===== config.mk =====
export PLATFORM = sky130hd
export DESIGN_NAME = decode_issue_control
export DESIGN_NICKNAME = d
export VERILOG_FILES = /design/src/rtl/decode_pkg.sv /design/src/rtl/decode_issue_control_opcode_decoder.sv /design/src/rtl/decode_issue_control.sv
export SDC_FILE = /design/constraint.sdc
export NUM_CORES = 1
export LEC_CHECK = 0
export ABC_AREA = 1
export BUFFER_PORTS_ARGS = -buffer_cell sky130_fd_sc_hd__buf_2
export CAP_MARGIN = 15
export CELL_PAD_IN_SITES_DETAIL_PLACEMENT = 1
export CELL_PAD_IN_SITES_GLOBAL_PLACEMENT = 1
export CORE_MARGIN = 3
export CORE_UTILIZATION = 28
export DETAILED_ROUTE_END_ITERATION = 12
export PLACE_DENSITY = 0.76
export SYNTH_ARGS = -nofsm -noshare
export SYNTH_HDL_FRONTEND = slang
export SYNTH_SLANG_ARGS = --single-unit

===== constraint.sdc =====
create_clock -name clk -period 1.05 [get_ports clk]
set_input_delay 0.105 -clock clk [delete_from_list [all_inputs] [get_ports clk]]
set_output_delay 0.105 -clock clk [all_outputs]
set_load 0.1 [all_outputs]

===== src/rtl/decode_pkg.sv =====
// Shared definitions for the decode/issue control slice: opcodes, ALU
// operations, the control bundle layout and the issue state machine states.
// Optional feature macro: DECODE_ILLEGAL_TRAP_EN (adds the HALT state).
package decode_pkg;

  // Instruction opcodes
  localparam logic [3:0] OP_NOP  = 4'h0;
  localparam logic [3:0] OP_ADD  = 4'h1;
  localparam logic [3:0] OP_SUB  = 4'h2;
  localparam logic [3:0] OP_AND  = 4'h3;
  localparam logic [3:0] OP_OR   = 4'h4;
  localparam logic [3:0] OP_XOR  = 4'h5;
  localparam logic [3:0] OP_SLL  = 4'h6;
  localparam logic [3:0] OP_SRL  = 4'h7;
  localparam logic [3:0] OP_ADDI = 4'h8;
  localparam logic [3:0] OP_LD   = 4'h9;
  localparam logic [3:0] OP_ST   = 4'hA;
  localparam logic [3:0] OP_BEQ  = 4'hB;
  localparam logic [3:0] OP_BNE  = 4'hC;
  localparam logic [3:0] OP_JMP  = 4'hD;

  // ALU operations
  localparam logic [2:0] ALU_ADD  = 3'd0;
  localparam logic [2:0] ALU_SUB  = 3'd1;
  localparam logic [2:0] ALU_AND  = 3'd2;
  localparam logic [2:0] ALU_OR   = 3'd3;
  localparam logic [2:0] ALU_XOR  = 3'd4;
  localparam logic [2:0] ALU_SLL  = 3'd5;
  localparam logic [2:0] ALU_SRL  = 3'd6;
  localparam logic [2:0] ALU_PASS = 3'd7;

  // Control bundle latched by the Decode/Execute register; all-zero is a bubble
  typedef struct packed {
    logic       wbs;
    logic       wme;
    logic       mm;
    logic [2:0] ALUop;
    logic       wm;
    logic       am;
    logic       ni;
  } ctrl_bundle_t;

  // Issue state machine states
  typedef enum logic [1:0] {
    S_RUN,
    S_STALL,
    S_FLUSH
`ifdef DECODE_ILLEGAL_TRAP_EN
    , S_HALT
`endif
  } state_t;

endpackage


===== src/rtl/decode_issue_control_opcode_decoder.sv =====
// Purely combinational opcode decoder: produces the control bundle for an
// opcode plus flags telling whether rs2 is read and whether the opcode is
// illegal (E/F decode as NOP here; trapping is decided by the top module).
module opcode_decoder
  import decode_pkg::*;
(
  input  logic [3:0]   opcode,
  output ctrl_bundle_t ctrl,
  output logic         uses_rs2,
  output logic         is_illegal
);

  // Opcode table lookup with an all-zero default bundle
  always_comb begin
    ctrl       = '0;
    uses_rs2   = 1'b0;
    is_illegal = 1'b0;
    case (opcode)
      OP_NOP: ;
      OP_ADD: begin ctrl.wm = 1'b1; ctrl.ALUop = ALU_ADD; uses_rs2 = 1'b1; end
      OP_SUB: begin ctrl.wm = 1'b1; ctrl.ALUop = ALU_SUB; uses_rs2 = 1'b1; end
      OP_AND: begin ctrl.wm = 1'b1; ctrl.ALUop = ALU_AND; uses_rs2 = 1'b1; end
      OP_OR:  begin ctrl.wm = 1'b1; ctrl.ALUop = ALU_OR;  uses_rs2 = 1'b1; end
      OP_XOR: begin ctrl.wm = 1'b1; ctrl.ALUop = ALU_XOR; uses_rs2 = 1'b1; end
      OP_SLL: begin ctrl.wm = 1'b1; ctrl.ALUop = ALU_SLL; uses_rs2 = 1'b1; end
      OP_SRL: begin ctrl.wm = 1'b1; ctrl.ALUop = ALU_SRL; uses_rs2 = 1'b1; end
      OP_ADDI: begin
        ctrl.wm    = 1'b1;
        ctrl.am    = 1'b1;
        ctrl.ALUop = ALU_ADD;
      end
      OP_LD: begin
        ctrl.mm    = 1'b1;
        ctrl.wbs   = 1'b1;
        ctrl.wm    = 1'b1;
        ctrl.am    = 1'b1;
        ctrl.ALUop = ALU_ADD;
      end
      OP_ST: begin
        ctrl.wme   = 1'b1;
        ctrl.am    = 1'b1;
        ctrl.ALUop = ALU_ADD;
        uses_rs2   = 1'b1;
      end
      OP_BEQ, OP_BNE: begin
        ctrl.ni    = 1'b1;
        ctrl.ALUop = ALU_SUB;
        uses_rs2   = 1'b1;
      end
      OP_JMP: begin
        ctrl.ni    = 1'b1;
        ctrl.ALUop = ALU_PASS;
      end
      default: is_illegal = 1'b1;
    endcase
  end

endmodule


===== src/rtl/decode_issue_control.sv =====
// Decode-side issue control: decodes the Fetch/Decode instruction, tracks the
// instruction in Execute, inserts bubbles on load-use hazards and after taken
// branches, and drives stall/flush toward the PC and Fetch/Decode register.
// Optional feature macro: DECODE_ILLEGAL_TRAP_EN (illegal_out port, HALT state).
module decode_issue_control
  import decode_pkg::*;
#(
  parameter int REG_AW       = 4,
  parameter int FLUSH_CYCLES = 2
)(
  input  logic              clk,
  input  logic              rst,
  input  logic              instr_valid_in,
  input  logic [3:0]        opcode_in,
  input  logic [REG_AW-1:0] rd_in,
  input  logic [REG_AW-1:0] rs1_in,
  input  logic [REG_AW-1:0] rs2_in,
  input  logic              branch_taken_in,
  output logic              wbs_out,
  output logic              wme_out,
  output logic              mm_out,
  output logic [2:0]        ALUop_out,
  output logic              wm_out,
  output logic              am_out,
  output logic              ni_out,
  output logic              stall_out,
`ifdef DECODE_ILLEGAL_TRAP_EN
  output logic              illegal_out,
`endif
  output logic              flush_out
);

  localparam logic [2:0] FLUSH_RELOAD = 3'(FLUSH_CYCLES - 1);

  state_t            state, state_next;
  logic [2:0]        cnt, cnt_next;
  logic [REG_AW-1:0] ex_rd;
  logic              ex_load;
  ctrl_bundle_t      dec, bundle;
  logic              uses_rs2, is_illegal;
  logic              hazard, issue, stall, flush;
`ifdef DECODE_ILLEGAL_TRAP_EN
  logic              illegal;
`endif

  opcode_decoder u_decoder (
    .opcode     (opcode_in),
    .ctrl       (dec),
    .uses_rs2   (uses_rs2),
    .is_illegal (is_illegal)
  );

  // Load-use hazard against the load currently in Execute (r0 never hazards)
  always_comb begin
    hazard = instr_valid_in & ex_load & (ex_rd != '0) &
             ((ex_rd == rs1_in) | (uses_rs2 & (ex_rd == rs2_in)));
  end

  // Next-state logic and bubble muxing; a taken branch outranks everything but HALT
  always_comb begin
    state_next = state;
    cnt_next   = cnt;
    bundle     = '0;
    stall      = 1'b0;
    flush      = 1'b0;
    issue      = 1'b0;
`ifdef DECODE_ILLEGAL_TRAP_EN
    illegal    = 1'b0;
    if (state == S_HALT) begin
      stall   = 1'b1;
      illegal = 1'b1;
    end else
`endif
    if (branch_taken_in) begin
      flush      = 1'b1;
      cnt_next   = FLUSH_RELOAD;
      state_next = (FLUSH_CYCLES > 1) ? S_FLUSH : S_RUN;
    end else if (state == S_FLUSH) begin
      flush    = 1'b1;
      cnt_next = cnt - 3'd1;
      if (cnt <= 3'd1) begin
        cnt_next   = 3'd0;
        state_next = S_RUN;
      end
    end else if (!instr_valid_in) begin
      state_next = S_RUN;
`ifdef DECODE_ILLEGAL_TRAP_EN
    end else if (is_illegal) begin
      state_next = S_HALT;
`endif
    end else if (hazard && state == S_RUN) begin
      stall      = 1'b1;
      state_next = S_STALL;
    end else begin
      bundle     = dec;
      issue      = ~is_illegal;
      state_next = S_RUN;
    end
    if (rst) begin
      bundle     = '0;
      stall      = 1'b0;
      flush      = 1'b0;
      issue      = 1'b0;
      state_next = S_RUN;
      cnt_next   = 3'd0;
`ifdef DECODE_ILLEGAL_TRAP_EN
      illegal    = 1'b0;
`endif
    end
  end

  // State, flush counter and Execute-stage tracking registers
  always_ff @(posedge clk) begin
    if (rst) begin
      state   <= S_RUN;
      cnt     <= 3'd0;
      ex_rd   <= '0;
      ex_load <= 1'b0;
    end else begin
      state   <= state_next;
      cnt     <= cnt_next;
      ex_rd   <= issue ? rd_in : '0;
      ex_load <= issue & dec.mm;
    end
  end

  // Output fan-out of the selected bundle and pipeline controls
  always_comb begin
    wbs_out     = bundle.wbs;
    wme_out     = bundle.wme;
    mm_out      = bundle.mm;
    ALUop_out   = bundle.ALUop;
    wm_out      = bundle.wm;
    am_out      = bundle.am;
    ni_out      = bundle.ni;
    stall_out   = stall;
    flush_out   = flush;
`ifdef DECODE_ILLEGAL_TRAP_EN
    illegal_out = illegal;
`endif
  end

endmodule


---- Word level (Yosys, flattened, before mapping) ----
Cells that the tools add are included.
word-level totals
  bits in registers ....................... 10
  input port bits ......................... 20
  output and inout bits ................... 11
  word-level logic and storage cells ...... 79
cells by class
  $add $sub $neg .......................... 1
  $lt $le $gt $ge ......................... 1
  equality and inequality tests ........... 18
  multiplexer cells ....................... 33
  bitwise logic cells ..................... 7
  reduce and logical (&&, ||, !) cells .... 13
operators by type and width
  kind                                                   number
  two-way mux 9 bit                                      5
  equality test 4 bit, second input constant             6
  two-way mux 1 bit                                      23
  case mux 3 bit (7 select lines)                        1
  equality test 4 x 3 -> 1 bit, second input constant    4
  OR reduction 14 bit                                    1
  OR reduction 10 bit                                    1
  OR reduction 3 bit                                     3
  OR reduction 9 bit                                     1
  equality test 4 x 2 -> 1 bit, second input constant    2
  equality test 4 bit                                    2
  two-way mux 2 bit                                      3
  AND 1 bit                                              5
  equality test 4 x 1 -> 1 bit, second input constant    1
  zero test 4 bit                                        1
  nonzero test 4 bit                                     1
  OR reduction 2 bit                                     2
  <= comparator 3 x 1 -> 1 bit, second input constant    1
  two-way mux 3 bit                                      1
  inequality test 3 x 2 -> 1 bit, second input constant  1
  subtractor 3 x 1 -> 3 bit, second input constant       1
  equality test 2 bit, second input constant             1
  zero test 2 bit                                        1
  inequality test 2 x 1 -> 1 bit, second input constant  1
  other kinds (4)                                        4

---- Longest topological paths before layout ----
Gate-level depths: netlist of run 1.
  word-level depth ........................ 14
  gate-level depth with buffers ........... 10
  mapped depth without buffers ............ 9

---- Modules after synthesis ----
A second synthesis of run 1 with hierarchy kept.
unflattened totals
  cells, all modules ...................... 146
  area, all modules ....................... 818.3 um2
modules (own cells, without submodules)
  module                times used  cells an instance  area each (um2)  sequential area each (um2)
  decode_issue_control  1           110                654.4            200.2
  opcode_decoder        1           36                 163.9            0.0

---- Least setup slack after synthesis of run 1 ----
No wires, ideal clock.
  path type ............................... register -> output
  start point ............................. reg ex_rd[2]
  end point ............................... out wbs_out
  data arrival time ....................... 2,609 ps
  required time ........................... 945 ps
  slack ................................... -1,664 ps
  stages on the path, launching flop included .. 10
  buffers on the path ..................... 1
  path through ............................ dfxtp_1 -> nor2_1 -> nor2_1 -> nor2_1 -> nand3_1 -> nand2_2 -> nand2_4 -> nand2_4 -> nor2_1 -> buf_4
on the way
  longest elaborated chain between the ends .. 10
  elaborated cells between the ends (all ways) .. 13
  classes of those cells .................. 2 x eq/ne; 5 x mux; 4 x bitwise; 2 x reduce/logical
ends and longest elaborated chain
  what                    line                         RTL
  from (decl)             decode_issue_control.sv:37   logic [REG_AW-1:0] ex_rd;
  from (signal assigned)  decode_issue_control.sv:122  ex_rd <= issue ? rd_in : '0;
  equality test 4 bit     decode_issue_control.sv:56   ((ex_rd == rs1_in) | (uses_rs2 & (ex_rd == rs2_in)));
  AND 1 bit               decode_issue_control.sv:56
  bitwise OR 1 bit        decode_issue_control.sv:56
  AND 1 bit *             decode_issue_control.sv:55   hazard = instr_valid_in & ex_load & (ex_rd != '0) &
  logical AND 1 bit *     decode_issue_control.sv:91   end else if (hazard && state == S_RUN) begin
  two-way mux 9 bit *     decode_issue_control.sv:91
  two-way mux 9 bit *     decode_issue_control.sv:85   end else if (!instr_valid_in) begin
  two-way mux 9 bit *     decode_issue_control.sv:78   end else if (state == S_FLUSH) begin
  two-way mux 9 bit *     decode_issue_control.sv:74   if (branch_taken_in) begin
  two-way mux 9 bit *     decode_issue_control.sv:99   if (rst) begin
  to (decl)               decode_issue_control.sv:19   output logic wbs_out,
Mark *: on every way between the ends. The rest lies on a longest branch, timed or not.

---- Final worst setup path of run 1 ----
Ends and elaborated chain as after synthesis.

==> results.sh, run 1 <==
export IMPL_grt_usage_pct=23.2
export IMPL_yosysWarnings=0
export IMPL_wl_per_cell_um=17.3
export IMPL_grt_setup_unrepaired="yes"
export IMPL_cp_top_family="simple AND/OR/NAND/NOR gates"
export IMPL_root_buffer="clkbuf_4"
export IMPL_drc=0
export IMPL_synthTopCellsByCount="nand2_1, nor2_1, inv_1"
export IMPL_fin_crit_sh_pct=169
export IMPL_cts_buffer_depth=2
export IMPL_hold_buffers=0
export IMPL_antenna_cells=0
export IMPL_max_stage_delay_ns=0.40
export IMPL_synth_top_cell_area_share_pct=25.3
export IMPL_first_pass_iters=4
export IMPL_async_flop_share_pct=0
export IMPL_antenna_found_initial=0
export IMPL_worst_ep_required_time_ns=0.94
export IMPL_start_util_pct=30.5
export IMPL_violations="setup timing"
export IMPL_synth_area_leaders="dfxtp_1, nand2_1, nor2_1"
export IMPL_clk_pin_slew_worst_paths_ns=0.06
export IMPL_die_y_um=59.1
export IMPL_place_congestion=0.855
export IMPL_portBuffers=30
export IMPL_worst_setup_path_start_kind="register"
export IMPL_hpwl_mm=2.41
export IMPL_crit_path_end_kind="primary output"
export IMPL_tritoncts="yes"
export IMPL_synth_edf_count=0
export IMPL_met2_length_mm=2.07
export IMPL_setup_violations=21
export IMPL_syn_num_nets=156
export IMPL_cts_sinks=10
export IMPL_cts_buffers=3
export IMPL_max_cap_viol_count=0
export IMPL_critPathMaxFanout=6
export IMPL_dp_cells=215
export IMPL_slew_headroom_pct=72.3
export IMPL_p_leak_uw=0.000749
export IMPL_io_pins=31
export IMPL_vias_per_cell=4.93
export IMPL_crit_type="register to primary output"
export IMPL_synth_area_um2=791
export IMPL_die_width_um=59.1
export IMPL_fp_dieArea_um2=3500
export IMPL_syn_inst=134
export IMPL_finalCriticalPeriod_ns=1.77
export IMPL_ys_flop_type="dfxtp_1"
export IMPL_num_rows=18
export IMPL_synth_sequential_area_ratio_pct=25.3
export IMPL_globalRoute_totalOverflow=0
export IMPL_clock_skew_ns=0.0204
export IMPL_clk_latency_ns=0.28
export IMPL_crit_chain="xor2_2 -> nor2_1 -> nand2_1 -> nand2_2 -> nand2_4 -> nand2_8 -> nor2_4 -> buf_12"
export IMPL_ant_nets=0
export IMPL_fin_total_pwr_uw=1240
export IMPL_yosysTopAreaCell="dfxtp_1"
export IMPL_wl_met1_mm=1.65
export IMPL_cpMaxStageDelayCell="dfxtp_4"
export IMPL_drive_gt1_share_pct=64.3
export IMPL_ys_ff_latch=10
export IMPL_hold_viol=0
export IMPL_routed_wl_mm=3.91
export IMPL_area_growth_pct=106
export IMPL_drt_iter0_drc=33
export IMPL_power_density_nw_per_um2=760
export IMPL_h_tree_depth=1
export IMPL_grt_max_degree=7
export IMPL_dp_worst_setup_slack_ns=-0.368
export IMPL_wl_met3_um=102
export IMPL_grt_pass1_wl_mm=6.09
export IMPL_vias=1115
export IMPL_setup_slack_ns=-0.722
export IMPL_highest_layer="met4"
export IMPL_nets=219
export IMPL_status="complete, but fails checks"
export IMPL_hp_class="input port to register"
export IMPL_core_um2=2590
export IMPL_instances_no_fill=226
export IMPL_crit_buf_inv=1
export IMPL_grt_pass1_vias=1281
export IMPL_slew_viol_final=0
export IMPL_max_freq_mhz=564
export IMPL_crit_arrival_ns=1.67
export IMPL_worst_slew_pin_slew_ns=0.413
export IMPL_syn_area_per_cell_um2=5.90
export IMPL_ir_worst_vdd_mv=0.524
export IMPL_yosysUniqueCellTypes=23
## kinds of logic after synthesis
family / after synthesis / share of synthesized area (%)
AND/OR/NAND/NOR: 73 / 40.7
buffers and inverters: 27 / 13.3
AO/OA/AOI/OAI: 18 / 13.1
flip-flops: 10 / 25.3
XOR/XNOR: 4 / 4.43
adder cells (fa/ha/maj): 2 / 3.16
## sequential cells by signal, indices dropped and copies added (netlist names)
name,count
cnt,3
state,2
ex_rd,4
ex_load,1
## cell type report
type / instances / area (um2)
Multi-Input combinational cell: 97 / 689
Tap cell: 30 / 37.5
Inverter: 26 / 97.6
Clock buffer: 4 / 36.3
Fill cell: 340 / 963
Sequential cell: 10 / 218
Timing Repair Buffer: 59 / 548
## metal layers
metal  vias to the layer above  GRT usage (%)
met5                         -              0
met4                         0           9.39
met3                        13           1.96
met2                        37           43.7
met1                       533           26.5
li1                        532              -
## cells in the final DEF, fill, tap and decap left out, types with 4 or more instances in the layout
cell,n
a21oi_2,5
nand2_2,8
nand3_1,5
nor2_1,11
nor2_4,9
buf_4,25
buf_6,4
inv_1,14
inv_2,12
buf_2,19
buf_12,11
nor2_2,9
nand2_1,22
dfxtp_2,5
## power breakdown
group / switching [uW] / internal (uW) / total, uW
logic: 272 / 195 / 468
registers: 13.1 / 385 / 398
clock network: 159 / 211 / 370
## stage by stage
stage	area, um2	hold slack [ns]	util [%]	TNS, ns
2_1_floorplan	882	0.174	-	-5.84
3_3_place_gp	1380	0.316	53.3	-3.51
3_5_place_dp	1380	0.321	53.3	-4.29
4_1_cts	1520	0.0480	58.8	-7.31
5_1_grt	1630	0.0561	62.8	-10.72
6_report	1630	0.0675	62.8	-9.24
## worst paths after layout
| path | startpoint | end | slack [ns] | cells past startpoint |
|---|---|---|---|---|
| hold / removal | rd_in[2] | ex_rd[2]$_SDFF_PP0_ | 0.07 | 3 |
| setup reg to reg | ex_rd[2]$_SDFF_PP0_ | ex_load$_SDFF_PP0_ | -0.36 | 9 |
| hold reg to reg | cnt[2]$_SDFFE_PP0P_ | cnt[2]$_SDFFE_PP0P_ | 0.50 | 2 |
| setup / recovery | ex_rd[2]$_SDFF_PP0_ | wbs_out | -0.72 | 8 |
## tightest hold or removal path: cells and delay by family
family / cells / cell delay, ns
buf+inv: 2 / 0.14
simple gates: 1 / 0.04
## what timing repair did
item | CTS | global route
resized for setup | 26 | 25
endpoints found under the setup margin | 19 | 21
setup buffers | 5 | 4
pin swaps | 8 | 8
hold endpoints to repair | 0 | 0
Power figures use the tool's default switching activity.
==> run 2: changes to the inputs <==
==> constraint.sdc (replaced) <==
create_clock -name clk -period 1.05 [get_ports clk]
set_input_delay 0.1575 -clock clk [delete_from_list [all_inputs] [get_ports clk]]
set_output_delay 0.1575 -clock clk [all_outputs]
set_load 0.1 [all_outputs]
==> results.sh, run 2 (synthesis results as in run 1) <==
export IMPL_slew_headroom_pct=60.3
export IMPL_whs_ns=0.104
export IMPL_crit_path_end="ALUop_out[2]"
export IMPL_root_buffer="clkbuf_4"
export IMPL_clock_skew_ns=0.00517
export IMPL_rr_worst_depth=9
export IMPL_tns_ns=-9.34
export IMPL_worst_slew_pin_slew_ns=0.589
export IMPL_max_cap_viol_count=0
export IMPL_ir_worst_vdd_mv=0.377
export IMPL_die_width_um=59.1
export IMPL_multiInputGateArea_um2=706
export IMPL_cts_sinks=10
export IMPL_slew_viol_final=0
export IMPL_crit_arrival_ns=1.62
export IMPL_drive_gt1_share_pct=62.0
export IMPL_vias=1111
export IMPL_core_um2=2590
export IMPL_seq_area_um2=215
export IMPL_fp_dieArea_um2=3500
export IMPL_ant_nets=0
export IMPL_nets=216
export IMPL_power_density_nw_per_um2=705
export IMPL_grt_max_degree=7
export IMPL_wl_per_cell_um=17.0
export IMPL_hpwl_mm=2.54
export IMPL_start_util_pct=30.5
export IMPL_hold_viol=0
export IMPL_cts_buffers=3
export IMPL_status="complete, but fails checks"
export IMPL_drt_iter0_drc=23
export IMPL_reg2reg_setup_slack_ns=-0.32
export IMPL_r2r_start="ex_rd[1]$_SDFF_PP0_"
export IMPL_tritoncts="yes"
export IMPL_worst_setup_path_start_kind="register"
export IMPL_critPathMaxFanout=3
export IMPL_max_freq_mhz=562
export IMPL_rr_endpoint="ex_rd[3]$_SDFF_PP0_"
export IMPL_hold_buffers=0
export IMPL_instances_no_fill=222
export IMPL_largest_register="ex_rd"
export IMPL_clk_pin_slew_worst_paths_ns=0.06
export IMPL_io_pins=31
export IMPL_dp_worst_setup_slack_ns=-0.492
export IMPL_startpoint="state[0]$_SDFFE_PP0P_"
export IMPL_fillerInstances=317
export IMPL_crit_type="register to primary output"
export IMPL_antenna_cells=0
export IMPL_p_leak_uw=0.000731
export IMPL_routed_wl_mm=3.77
export IMPL_num_rows=18
export IMPL_clk_latency_ns=0.26
export IMPL_drc=0
export IMPL_hp_class="input port to register"
export IMPL_reg_top3="ex_rd: 4 flops, cnt: 3 flops, state: 2 flops"
export IMPL_fin_crit_sh_pct=169
export IMPL_setup_violations=21
export IMPL_first_pass_iters=4
export IMPL_area_growth_pct=103
export IMPL_grt_pass1_vias=1212
export IMPL_violations="setup timing"
export IMPL_largest_reg_flops=4
export IMPL_die_y_um=59.1
export IMPL_place_congestion=0.857
export IMPL_vias_per_cell=5.00
export IMPL_dp_cells=213
export IMPL_layout_common_cells="buf_4, nand2_1, buf_2, inv_1, nor2_1"
export IMPL_setup_slack_ns=-0.728
export IMPL_worst_ep_required_time_ns=0.89
export IMPL_grt_usage_pct=18.9
export IMPL_h_tree_depth=1
export IMPL_cts_buffer_depth=2
export IMPL_crit_path_end_kind="primary output"
export IMPL_grt_pass1_wl_mm=5.00
export IMPL_globalRoute_totalOverflow=0
export IMPL_antenna_found_initial=0
export IMPL_layout_commonest_cell="buf_4"
export IMPL_finalCriticalPeriod_ns=1.78
export IMPL_portBuffers=30
export IMPL_grt_setup_unrepaired="yes"
==> run 2: cell types whose count changed in the layout (fill, tap and decap cells not counted), moves of 2 or more <==
cell / delta
a21oi_2: -2
nand2_8: +2
buf_4: -3
xor2_1: +2
nand2_1: -3
nor2_2: -2
xor2_2: -2
nor2_1: +3
nand2_2: +2
==> run 2: report_power, final <==
part	internal, uW	total, uW	switching [uW]
Combinational	195	474	279
Sequential	387	399	11.7
Clock	132	259	127
Total	714	1130	418
==> run 2: stage by stage <==
step	total power, uW	area (um2)	util [%]
finish	1130	1610	62.0
global route	1180	1610	62.0
CTS	1070	1450	55.9
detailed placement	788	1370	52.7
global placement	765	1370	52.7
floorplan	602	882	-
==> run 2: area by class of cell <==
class	count	area share [%]
Multi-Input combinational cell	97	43.9
Timing Repair Buffer	56	32.7
Sequential cell	10	13.4
Inverter	26	6.23
Tap cell	30	2.34
Clock buffer	3	1.40
==> run 2: critical path, stage by stage, from the launching register on <==
cell     delay [ns]
dfxtp_2        0.32
inv_2          0.03
nand2_2        0.08
nand2_2        0.07
nor2_4         0.15
nand2_4        0.09
a21oi_4        0.19
nand2_8        0.09
nor2_4         0.14
buf_12         0.18
==> run 2: worst min-delay path by stage <==
stage | to | from | cells after the start | slack, ns
2_1_floorplan | cnt[0]$_SDFFE_PP0N_ | rst | 1 | 0.23
3_3_place_gp | ex_rd[3]$_SDFF_PP0_ | rd_in[3] | 3 | 0.37
3_5_place_dp | ex_rd[2]$_SDFF_PP0_ | rd_in[2] | 3 | 0.38
4_1_cts | ex_rd[2]$_SDFF_PP0_ | rd_in[2] | 3 | 0.11
5_1_grt | ex_rd[0]$_SDFF_PP0_ | rd_in[0] | 3 | 0.14
6_report | ex_rd[0]$_SDFF_PP0_ | rd_in[0] | 3 | 0.10
==> run 2: layer usage <==
| metal | share of wire, % | GRT usage, % | wire, um |
|---|---|---|---|
| met3 | 3.4 | 1.31 | 128 |
| met1 | 40 | 19.1 | 1490 |
| met4 | 3.3 | 8.74 | 126 |
| met5 | 0 | 0 | 0 |
| met2 | 54 | 38.2 | 2020 |
==> run 2: timing repair <==
action                                  CTS  global route
setup buffers                             1             6
endpoints found under the hold margin     0             0
resized for setup                        21            30
gates cloned                              0             0
pin swaps                                 6            11
endpoints found under the setup margin   20            21
